$ cat src/rtl/pipeline_ctrl.sv
// Hazard, flush and data-memory stall controller for a 5-stage in-order pipeline.
// Produces stage enables/flushes combinationally; tracks memory waits, timeout error and perf counters.
module pipeline_ctrl #(
    parameter int TIMEOUT = 16
) (
    input  logic        clk,
    input  logic        rstn,
    input  logic [4:0]  IFID_rs1,
    input  logic [4:0]  IFID_rs2,
    input  logic        IFID_use_rs1,
    input  logic        IFID_use_rs2,
    input  logic        IDEX_MemRead,
    input  logic [4:0]  IDEX_rd,
    input  logic        branch_taken,
    input  logic        EXMEM_MemRead,
    input  logic        EXMEM_MemWrite,
    input  logic        dmem_ready,
    output logic        dmem_req,
    output logic        pc_en,
    output logic        IFID_en,
    output logic        IDEX_en,
    output logic        EXMEM_en,
    output logic        MEMWB_en,
    output logic        IFID_flush,
    output logic        IDEX_flush,
    output logic        mem_err,
    output logic [31:0] stall_cnt,
    output logic [31:0] flush_cnt,
    output logic [1:0]  state
);

    localparam logic [1:0] RUN      = 2'd0;
    localparam logic [1:0] MEM_WAIT = 2'd1;
    localparam logic [1:0] ERR      = 2'd2;

    // The wait counter starts at 0 in the first MEM_WAIT cycle, so TIMEOUT stalled cycles end at TIMEOUT-2.
    localparam logic [7:0] WAIT_LIMIT = 8'(TIMEOUT - 2);

    logic [1:0]  state_reg, state_next;
    logic [7:0]  wait_reg, wait_next;
    logic        err_reg;
    logic [31:0] stall_reg, flush_reg;
    logic        mem_act, freeze, hazard, stall_evt, flush_evt;

    always_comb begin
        mem_act = EXMEM_MemRead | EXMEM_MemWrite;
        hazard  = IDEX_MemRead && (IDEX_rd != 5'd0) &&
                  ((IFID_use_rs1 && (IFID_rs1 == IDEX_rd)) ||
                   (IFID_use_rs2 && (IFID_rs2 == IDEX_rd)));
        dmem_req = rstn && (state_reg != ERR) && mem_act;
        freeze   = dmem_req && !dmem_ready;

        pc_en      = 1'b1;
        IFID_en    = 1'b1;
        IDEX_en    = 1'b1;
        EXMEM_en   = 1'b1;
        MEMWB_en   = 1'b1;
        IFID_flush = 1'b0;
        IDEX_flush = 1'b0;
        stall_evt  = 1'b0;
        flush_evt  = 1'b0;

        if (!rstn) begin
            // stage registers run their own reset; leave them enabled
        end else if (state_reg == ERR) begin
            pc_en    = 1'b0;
            IFID_en  = 1'b0;
            IDEX_en  = 1'b0;
            EXMEM_en = 1'b0;
            MEMWB_en = 1'b0;
        end else if (freeze) begin
            pc_en     = 1'b0;
            IFID_en   = 1'b0;
            IDEX_en   = 1'b0;
            EXMEM_en  = 1'b0;
            MEMWB_en  = 1'b0;
            stall_evt = 1'b1;
        end else if (branch_taken) begin
            // the instruction in ID is wrong-path, so any load-use hazard on it is moot
            IFID_flush = 1'b1;
            IDEX_flush = 1'b1;
            flush_evt  = 1'b1;
        end else if (hazard) begin
            pc_en      = 1'b0;
            IFID_en    = 1'b0;
            IDEX_flush = 1'b1;
            stall_evt  = 1'b1;
        end
    end

    always_comb begin
        state_next = state_reg;
        wait_next  = wait_reg;
        case (state_reg)
            RUN: begin
                if (freeze) begin
                    state_next = MEM_WAIT;
                    wait_next  = 8'd0;
                end
            end
            MEM_WAIT: begin
                if (!mem_act || dmem_ready) begin
                    state_next = RUN;
                end else if (wait_reg >= WAIT_LIMIT) begin
                    state_next = ERR;
                end else begin
                    wait_next = wait_reg + 8'd1;
                end
            end
            default: begin
                state_next = state_reg;
            end
        endcase
    end

    always_ff @(posedge clk) begin
        if (!rstn) begin
            state_reg <= RUN;
            wait_reg  <= 8'd0;
            err_reg   <= 1'b0;
            stall_reg <= 32'd0;
            flush_reg <= 32'd0;
        end else begin
            state_reg <= state_next;
            wait_reg  <= wait_next;
            err_reg   <= err_reg | (state_next == ERR);
            if (stall_evt && (stall_reg != 32'hFFFF_FFFF)) begin
                stall_reg <= stall_reg + 32'd1;
            end
            if (flush_evt && (flush_reg != 32'hFFFF_FFFF)) begin
                flush_reg <= flush_reg + 32'd1;
            end
        end
    end

    assign state     = state_reg;
    assign mem_err   = err_reg;
    assign stall_cnt = stall_reg;
    assign flush_cnt = flush_reg;

endmodule

$ cat config.mk
export PLATFORM = sky130hd
export DESIGN_NAME = pipeline_ctrl
export DESIGN_NICKNAME = d
export VERILOG_FILES = /design/src/rtl/pipeline_ctrl.sv
export SDC_FILE = /design/constraint.sdc
export NUM_CORES = 1
export LEC_CHECK = 0
export ABC_AREA = 1
export CORE_MARGIN = 4
export CORE_UTILIZATION = 56
export DETAILED_ROUTE_END_ITERATION = 12
export PLACE_DENSITY = 0.86
export SYNTH_ARGS = -nofsm -noshare
export SYNTH_HDL_FRONTEND = slang
export SYNTH_SLANG_ARGS = --single-unit
$ cat constraint.sdc
create_clock -name clk -period 5.6 [get_ports clk]
set_clock_uncertainty 0.1 [all_clocks]
set_input_delay 1.68 -clock clk [delete_from_list [all_inputs] [get_ports clk]]
set_output_delay 1.68 -clock clk [all_outputs]
set_load 0.03 [all_outputs]
==> results of run 1 <==
[final timing paths]
kind | endpoint | slack [ns] | depth (start not counted)
setup / recovery | IFID_en | 0.21 | 10
hold / removal | wait_reg[5]$_SDFFE_PN0P_ | 0.34 | 2
setup reg to reg | stall_cnt[3]$_SDFFE_PN0P_ | 2.20 | 9
hold reg to reg | wait_reg[5]$_SDFFE_PN0P_ | 0.34 | 2
[kinds of logic (layout without fill, tap and decap cells)]
family / Yosys count / after routing
and+or+nand+nor: 459 / 459
buffers and inverters: 113 / 204
DFF: 75 / 75
adders and majority gates: 4 / 4
AOI/OAI and AO/OA: 83 / 83
xor gates and xnor gates: 23 / 23
[metal layers]
metal	track usage (%)	vias up	share of wire (%)
met2	50.10	223	49
met4	16.79	0	4.9
met3	5.003	53	7.0
li1	-	2608	-
met5	0	-	0
met1	32.12	2420	39
[per-stage QoR]
step                setup slack, ns  instance area, sq um  total power (W)
finish                       0.2054                  5951         0.001105
floorplan                    0.9705                  4760        0.0006188
global route                0.05963                  5951         0.001145
global placement             0.2935                  5744        0.0006563
CTS                          0.2119                  5951         0.001108
detailed placement           0.2226                  5744        0.0006603
[power breakdown]
part	internal [W]	switching [W]	leakage (nW)	total, W
sequential	0.000536	0.00000436	0.605	0.000540
clock	0.000248	0.000209	0.106	0.000457
combinational	0.0000395	0.0000687	1.49	0.000108
total	0.000824	0.000282	2.20	0.00111
[worst min-delay path: cells and delay by family (launching register included)]
| family | cells | cell delay [ns] |
|---|---|---|
| DFF | 1 | 0.31 |
| and+or+nand+nor | 2 | 0.09 |
[area by class of cell]
cell class	instances	area, sq um	area share (%)
multi-input cells	569	2774	46.61
flip-flops and latches	75	1501	25.23
repair buffers	103	1013	17.03
inverters	86	324.1	5.446
well taps	105	131.4	2.208
clock buffers	10	127.6	2.145
clock inverters	5	78.83	1.325
[cells in the mapped netlist, types with 5 or more instances]
cell,n
nand2_2,9
xnor2_1,7
nand2_1,225
a21oi_1,57
nand3b_1,11
buf_4,10
o21ai_0,12
buf_2,5
dfxtp_1,75
nand3_1,30
nor3_1,18
inv_1,80
clkbuf_1,6
xor2_1,16
nand4_1,43
nor2_1,105
==> flow_metrics.env, run 1 <==
export IMPL_drtIter0Drc=217
export IMPL_clk_insertion_delay_late_ns=0.36
export IMPL_hpwlAfterDp_microns=10380
export IMPL_postLayoutCoreUtil_pct=72.06
export IMPL_clock_sinks=75
export IMPL_root_buffer="clkbuf_8"
export IMPL_tritonroute_pass_1_iters=5
export IMPL_vdd_drop_max_mv=0.1202
export IMPL_tightestPinTransition_ns=0.8888
export IMPL_synthToLayoutAreaGrowth_pct=25.03
export IMPL_syn_nets=785
export IMPL_io_pins=99
export IMPL_synth_simple_gate_area_share_pct=43.64
export IMPL_ctsResizeCount=0
export IMPL_cpMaxStageDelayCell="clkdlybuf4s50_1"
export IMPL_yosys_most_used_dff="dfxtp_1"
export IMPL_worst_setup_path_start="IDEX_rd[1]"
export IMPL_placement_io_buffers=98
export IMPL_cts_buffers_inserted=9
export IMPL_cts_tree="yes"
export IMPL_routed_wire_length_per_instance_microns=14.89
export IMPL_rr_startpoint="stall_cnt[0]$_SDFFE_PN0P_"
export IMPL_die_area_sq_um=10040
export IMPL_finalNonFillerCells=953
export IMPL_post_synth_fa_ha_maj_area_fraction_pct=1.052
export IMPL_postCtsSetupBuffers=0
export IMPL_routed_via_count=5304
export IMPL_most_common_layout_cells="nand2_1, nor2_1, clkdlybuf4s50_1, inv_1, dfxtp_1"
export IMPL_final_layout_size_suffix_gt1_share_pct=6.132
export IMPL_ys_ff_latch=75
export IMPL_path_max_fanout=3
export IMPL_syn_avg_cell_area_sq_um=6.287
export IMPL_layout_cells_most_common="nand2_1"
export IMPL_setup_worst_path_start_class="input pin"
export IMPL_async_flop_share_pct=0
export IMPL_cts_hold_buf=0
export IMPL_synth_top_area_share_pct=31.55
export IMPL_cp_data_arrival_time_ns=3.61
export IMPL_grt_pass1_wl_microns=23160
export IMPL_synth_top_family_by_area="simple AND/OR/NAND/NOR gates"
export IMPL_gr_total_overflow=0
export IMPL_dp_cells=938
export IMPL_synth_largest_area_cell="dfxtp_1"
export IMPL_die_height_microns=100.2
export IMPL_sum_of_routed_wire_length_over_all_layers_microns=14190
export IMPL_gpl_final_weighted_congestion=0.9315
export IMPL_post_route_drc_count=0
export IMPL_grt_max_degree=44
export IMPL_relSlewSlack_pct=40.61
export IMPL_cts_htree_levels=3
export IMPL_antenna_left=0
export IMPL_cts_reportedPaths_clkPinSlew_ns=0.07
export IMPL_timing_critical_path_to_type="output pin"
export IMPL_post_synth_num_cell_types=41
export IMPL_powerDensity_nw_per_um2=185.8
export IMPL_filler_instances=718
export IMPL_static_leakage_power_nw=2.198
export IMPL_setup_worst_path_class="input pin to output pin"
export IMPL_number_of_flops_mapped_to_enable_cells_by_yosys=0
export IMPL_yosys_area_share_xor_xnor_pct=4.232
export IMPL_min_from="wait_reg[5]$_SDFFE_PN0P_"
export IMPL_critical_path_top_delay_family="buffers and inverters"
export IMPL_global_route_usage_total_pct=28.52
export IMPL_post_synthesis_mux_area_share_pct=0
export IMPL_cp_num_buf_inv=3
export IMPL_timing_fmax_ghz=0.1854
export IMPL_fp_dieW_microns=100.2
export IMPL_min_period_ns=5.395
export IMPL_min_period_over_period_pct=96.33
export IMPL_max_cap_viol_count=0
export IMPL_hold_slack_ns=0.3426
export IMPL_cts_max_path_buffers=2
export IMPL_critical_path_most_common_cell="nand2_1"
export IMPL_syn_inst=757
export IMPL_crit_path_cell_trace="clkdlybuf4s50_1, inv_1, nand2_1, nand2_1, nor2_1, nand3_1, nand2_1, nand3_1, o21a_1, clkdlybuf4s50_1"
export IMPL_yosysWarningCount=0
export IMPL_antennaDiodeCount=0
export IMPL_synth_compound_gate_area_share_pct=9.359
export IMPL_synth_seq_area_share_pct=31.55
export IMPL_number_of_pins_with_negative_max_slew_slack_in_the_final_report=0
export IMPL_initial_utilization_pct=57.64
export IMPL_critical_path_max_stage_delay_ns=0.59
export IMPL_initial_antenna_violation_count=0
export IMPL_outcome="finished clean"
export IMPL_final_hold_violation_count=0
export IMPL_setup_viol=0
export IMPL_worstHoldPathType="flop to flop"
export IMPL_post_drt_via_cell_ratio=5.566
export IMPL_synthTopCellsByArea="dfxtp_1, nand2_1, nor2_1"
export IMPL_first_global_vias=5094
export IMPL_rsz0062_at_grt="no"
export IMPL_rows=33
export IMPL_netlist_area_sq_um=4760
export IMPL_design_core_area_sq_um=8258
export IMPL_nets=872
export IMPL_tns_ns=0
export IMPL_critPathRequiredTime_ns=3.82
Note: power is estimated with default switching activity, not from simulation.
==> inputs of run 2 (changes only) <==
--- a/config.mk
+++ b/config.mk
@@ -9,6 +9,7 @@
 export CORE_MARGIN = 4
 export CORE_UTILIZATION = 56
 export DETAILED_ROUTE_END_ITERATION = 12
+export HOLD_SLACK_MARGIN = 0.12
 export PLACE_DENSITY = 0.86
 export SYNTH_ARGS = -nofsm -noshare
 export SYNTH_HDL_FRONTEND = slang
==> results of run 2 <==
Same layout as run 1: the final DEF is identical, and so are final timing and power.
==> inputs of run 3 (changes only) <==
--- a/config.mk
+++ b/config.mk
@@ -7,10 +7,9 @@
 export LEC_CHECK = 0
 export ABC_AREA = 1
 export CORE_MARGIN = 4
-export CORE_UTILIZATION = 56
+export CORE_UTILIZATION = 32
 export DETAILED_ROUTE_END_ITERATION = 12
 export HOLD_SLACK_MARGIN = 0.12
-export PLACE_DENSITY = 0.86
 export SYNTH_ARGS = -nofsm -noshare
 export SYNTH_HDL_FRONTEND = slang
 export SYNTH_SLANG_ARGS = --single-unit
==> flow_metrics.env, run 3 (same netlist as run 1, synthesis figures left out) <==
export IMPL_outcome="finished clean"
export IMPL_tritonroute_pass_1_iters=4
export IMPL_post_route_drc_count=0
export IMPL_die_area_sq_um=16890
export IMPL_postCtsSetupBuffers=0
export IMPL_wl_met2_microns=5999
export IMPL_first_global_vias=4690
export IMPL_gpl_final_weighted_congestion=0.8936
export IMPL_antenna_left=0
export IMPL_cp_data_arrival_time_ns=3.53
export IMPL_final_hold_violation_count=0
export IMPL_worstHoldPathType="flop to flop"
export IMPL_number_of_pins_with_negative_max_slew_slack_in_the_final_report=0
export IMPL_dp_slack_ns=0.2929
export IMPL_antennaDiodeCount=0
export IMPL_path_max_fanout=4
export IMPL_synthToLayoutAreaGrowth_pct=29.71
export IMPL_clk_insertion_delay_late_ns=0.34
export IMPL_ctsResizeCount=0
export IMPL_dr_max_layer_used="met4"
export IMPL_cts_reportedPaths_clkPinSlew_ns=0.06
export IMPL_timing_fmax_ghz=0.1882
export IMPL_initial_antenna_violation_count=0
export IMPL_relSlewSlack_pct=43.17
export IMPL_cts_buffers_inserted=9
export IMPL_drtIter0Drc=389
export IMPL_cts_htree_levels=3
export IMPL_post_drt_via_cell_ratio=4.757
export IMPL_global_route_usage_total_pct=16.45
export IMPL_io_pins=99
export IMPL_min_period_ns=5.313
export IMPL_final_layout_size_suffix_gt1_share_pct=6.698
export IMPL_grt_max_degree=44
export IMPL_grt_pass1_wl_microns=22490
export IMPL_fp_dieW_microns=130.0
export IMPL_tightestPinTransition_ns=0.8504
export IMPL_filler_instances=1564
export IMPL_cts_max_path_buffers=2
export IMPL_finalPower_w=0.001268
export IMPL_timing_critical_path_to_type="output pin"
export IMPL_design_core_area_sq_um=14530
export IMPL_most_common_layout_cells="nand2_1, nor2_1, clkdlybuf4s50_1, inv_1, dfxtp_1"
export IMPL_rows=44
export IMPL_critPathRequiredTime_ns=3.82
export IMPL_placement_io_buffers=98
export IMPL_root_buffer="clkbuf_16"
export IMPL_routed_wire_length_per_instance_microns=12.90
export IMPL_routed_via_count=4923
export IMPL_static_leakage_power_nw=2.249
export IMPL_die_height_microns=130.0
export IMPL_initial_utilization_pct=32.75
export IMPL_m1WireLength_microns=6501
export IMPL_layout_cells_most_common="nand2_1"
export IMPL_met3RoutedLength_microns=703
export IMPL_hpwlAfterDp_microns=9932
export IMPL_powerDensity_nw_per_um2=205.5
export IMPL_cts_tree="yes"
export IMPL_cts_hold_buf=0
export IMPL_max_cap_viol_count=0
export IMPL_setup_worst_path_class="input pin to output pin"
export IMPL_nets=874
export IMPL_setup_worst_path_start_class="input pin"
export IMPL_worst_slack_ns=0.2875
export IMPL_tns_ns=0
export IMPL_setup_viol=0
export IMPL_rsz0062_at_grt="no"
export IMPL_clock_sinks=75
export IMPL_gr_total_overflow=0
export IMPL_vdd_drop_max_mv=0.1241
export IMPL_min_period_over_period_pct=94.87
export IMPL_sum_of_routed_wire_length_over_all_layers_microns=13350
run 3: changes by cell type in the layout (fill, tap and decap cells not counted), moves of 3 or more:
cell / before / now
clkinvlp_4: 0 / 3
clkbuf_16: 0 / 9
buf_4: 7 / 10
clkbuf_8: 9 / 0
run 3: report_power, final:
| part | switching, W | internal [W] |
|---|---|---|
| logic | 0.0000652 | 0.0000398 |
| clock network | 0.000234 | 0.000388 |
| registers | 0.00000469 | 0.000537 |
run 3: layout make-up:
| cell class | instances | area (sq um) | share of cell area (%) |
|---|---|---|---|
| sequential | 75 | 1501 | 24.32 |
| clock buffer | 9 | 225.2 | 3.648 |
| timing repair buffer | 105 | 1026 | 16.62 |
| tap | 184 | 230.2 | 3.729 |
| clock inverter | 7 | 92.59 | 1.500 |
| multi-input combinational | 569 | 2774 | 44.93 |
| inverter | 86 | 324.1 | 5.249 |
run 3: final timing paths:
path | endpoint | slack [ns] | start | depth (start not counted)
worst max-delay path | pc_en | 0.29 | IDEX_rd[4] | 10
worst min-delay path | wait_reg[5]$_SDFFE_PN0P_ | 0.34 | wait_reg[5]$_SDFFE_PN0P_ | 2
worst max register to register | stall_cnt[0]$_SDFFE_PN0P_ | 2.25 | stall_cnt[0]$_SDFFE_PN0P_ | 10
worst min register to register | wait_reg[5]$_SDFFE_PN0P_ | 0.34 | wait_reg[5]$_SDFFE_PN0P_ | 2
run 3: through the flow:
| stage | area [sq um] | hold slack, ns | util [%] | instances |
|---|---|---|---|---|
| 6_report | 6173 | 0.3409 | 42.48 | 1035 |
| 5_1_grt | 6173 | 0.3708 | 42.48 | 1035 |
| 4_1_cts | 6173 | 0.3439 | 42.48 | 1035 |
| 3_5_place_dp | 5856 | 0.3334 | 40.29 | 1019 |
| 3_3_place_gp | 5856 | 0.3328 | 40.29 | 1019 |
| 2_1_floorplan | 4760 | 0.3187 | - | 757 |
run 3: critical path: stages:
cell	delay (ns)
clkdlybuf4s50_1	0.52
inv_1	0.07
nand2_1	0.05
nand2_1	0.05
nor2_1	0.10
nand3_1	0.07
nand2_1	0.08
nand3_1	0.10
o21a_1	0.21
clkdlybuf4s50_1	0.60
run 3: routing by layer:
metal | vias up | track usage (%)
li1 | 2616 | -
met1 | 2186 | 21.57
met2 | 113 | 26.57
met3 | 8 | 4.462
met4 | 0 | 4.890
met5 | - | 0
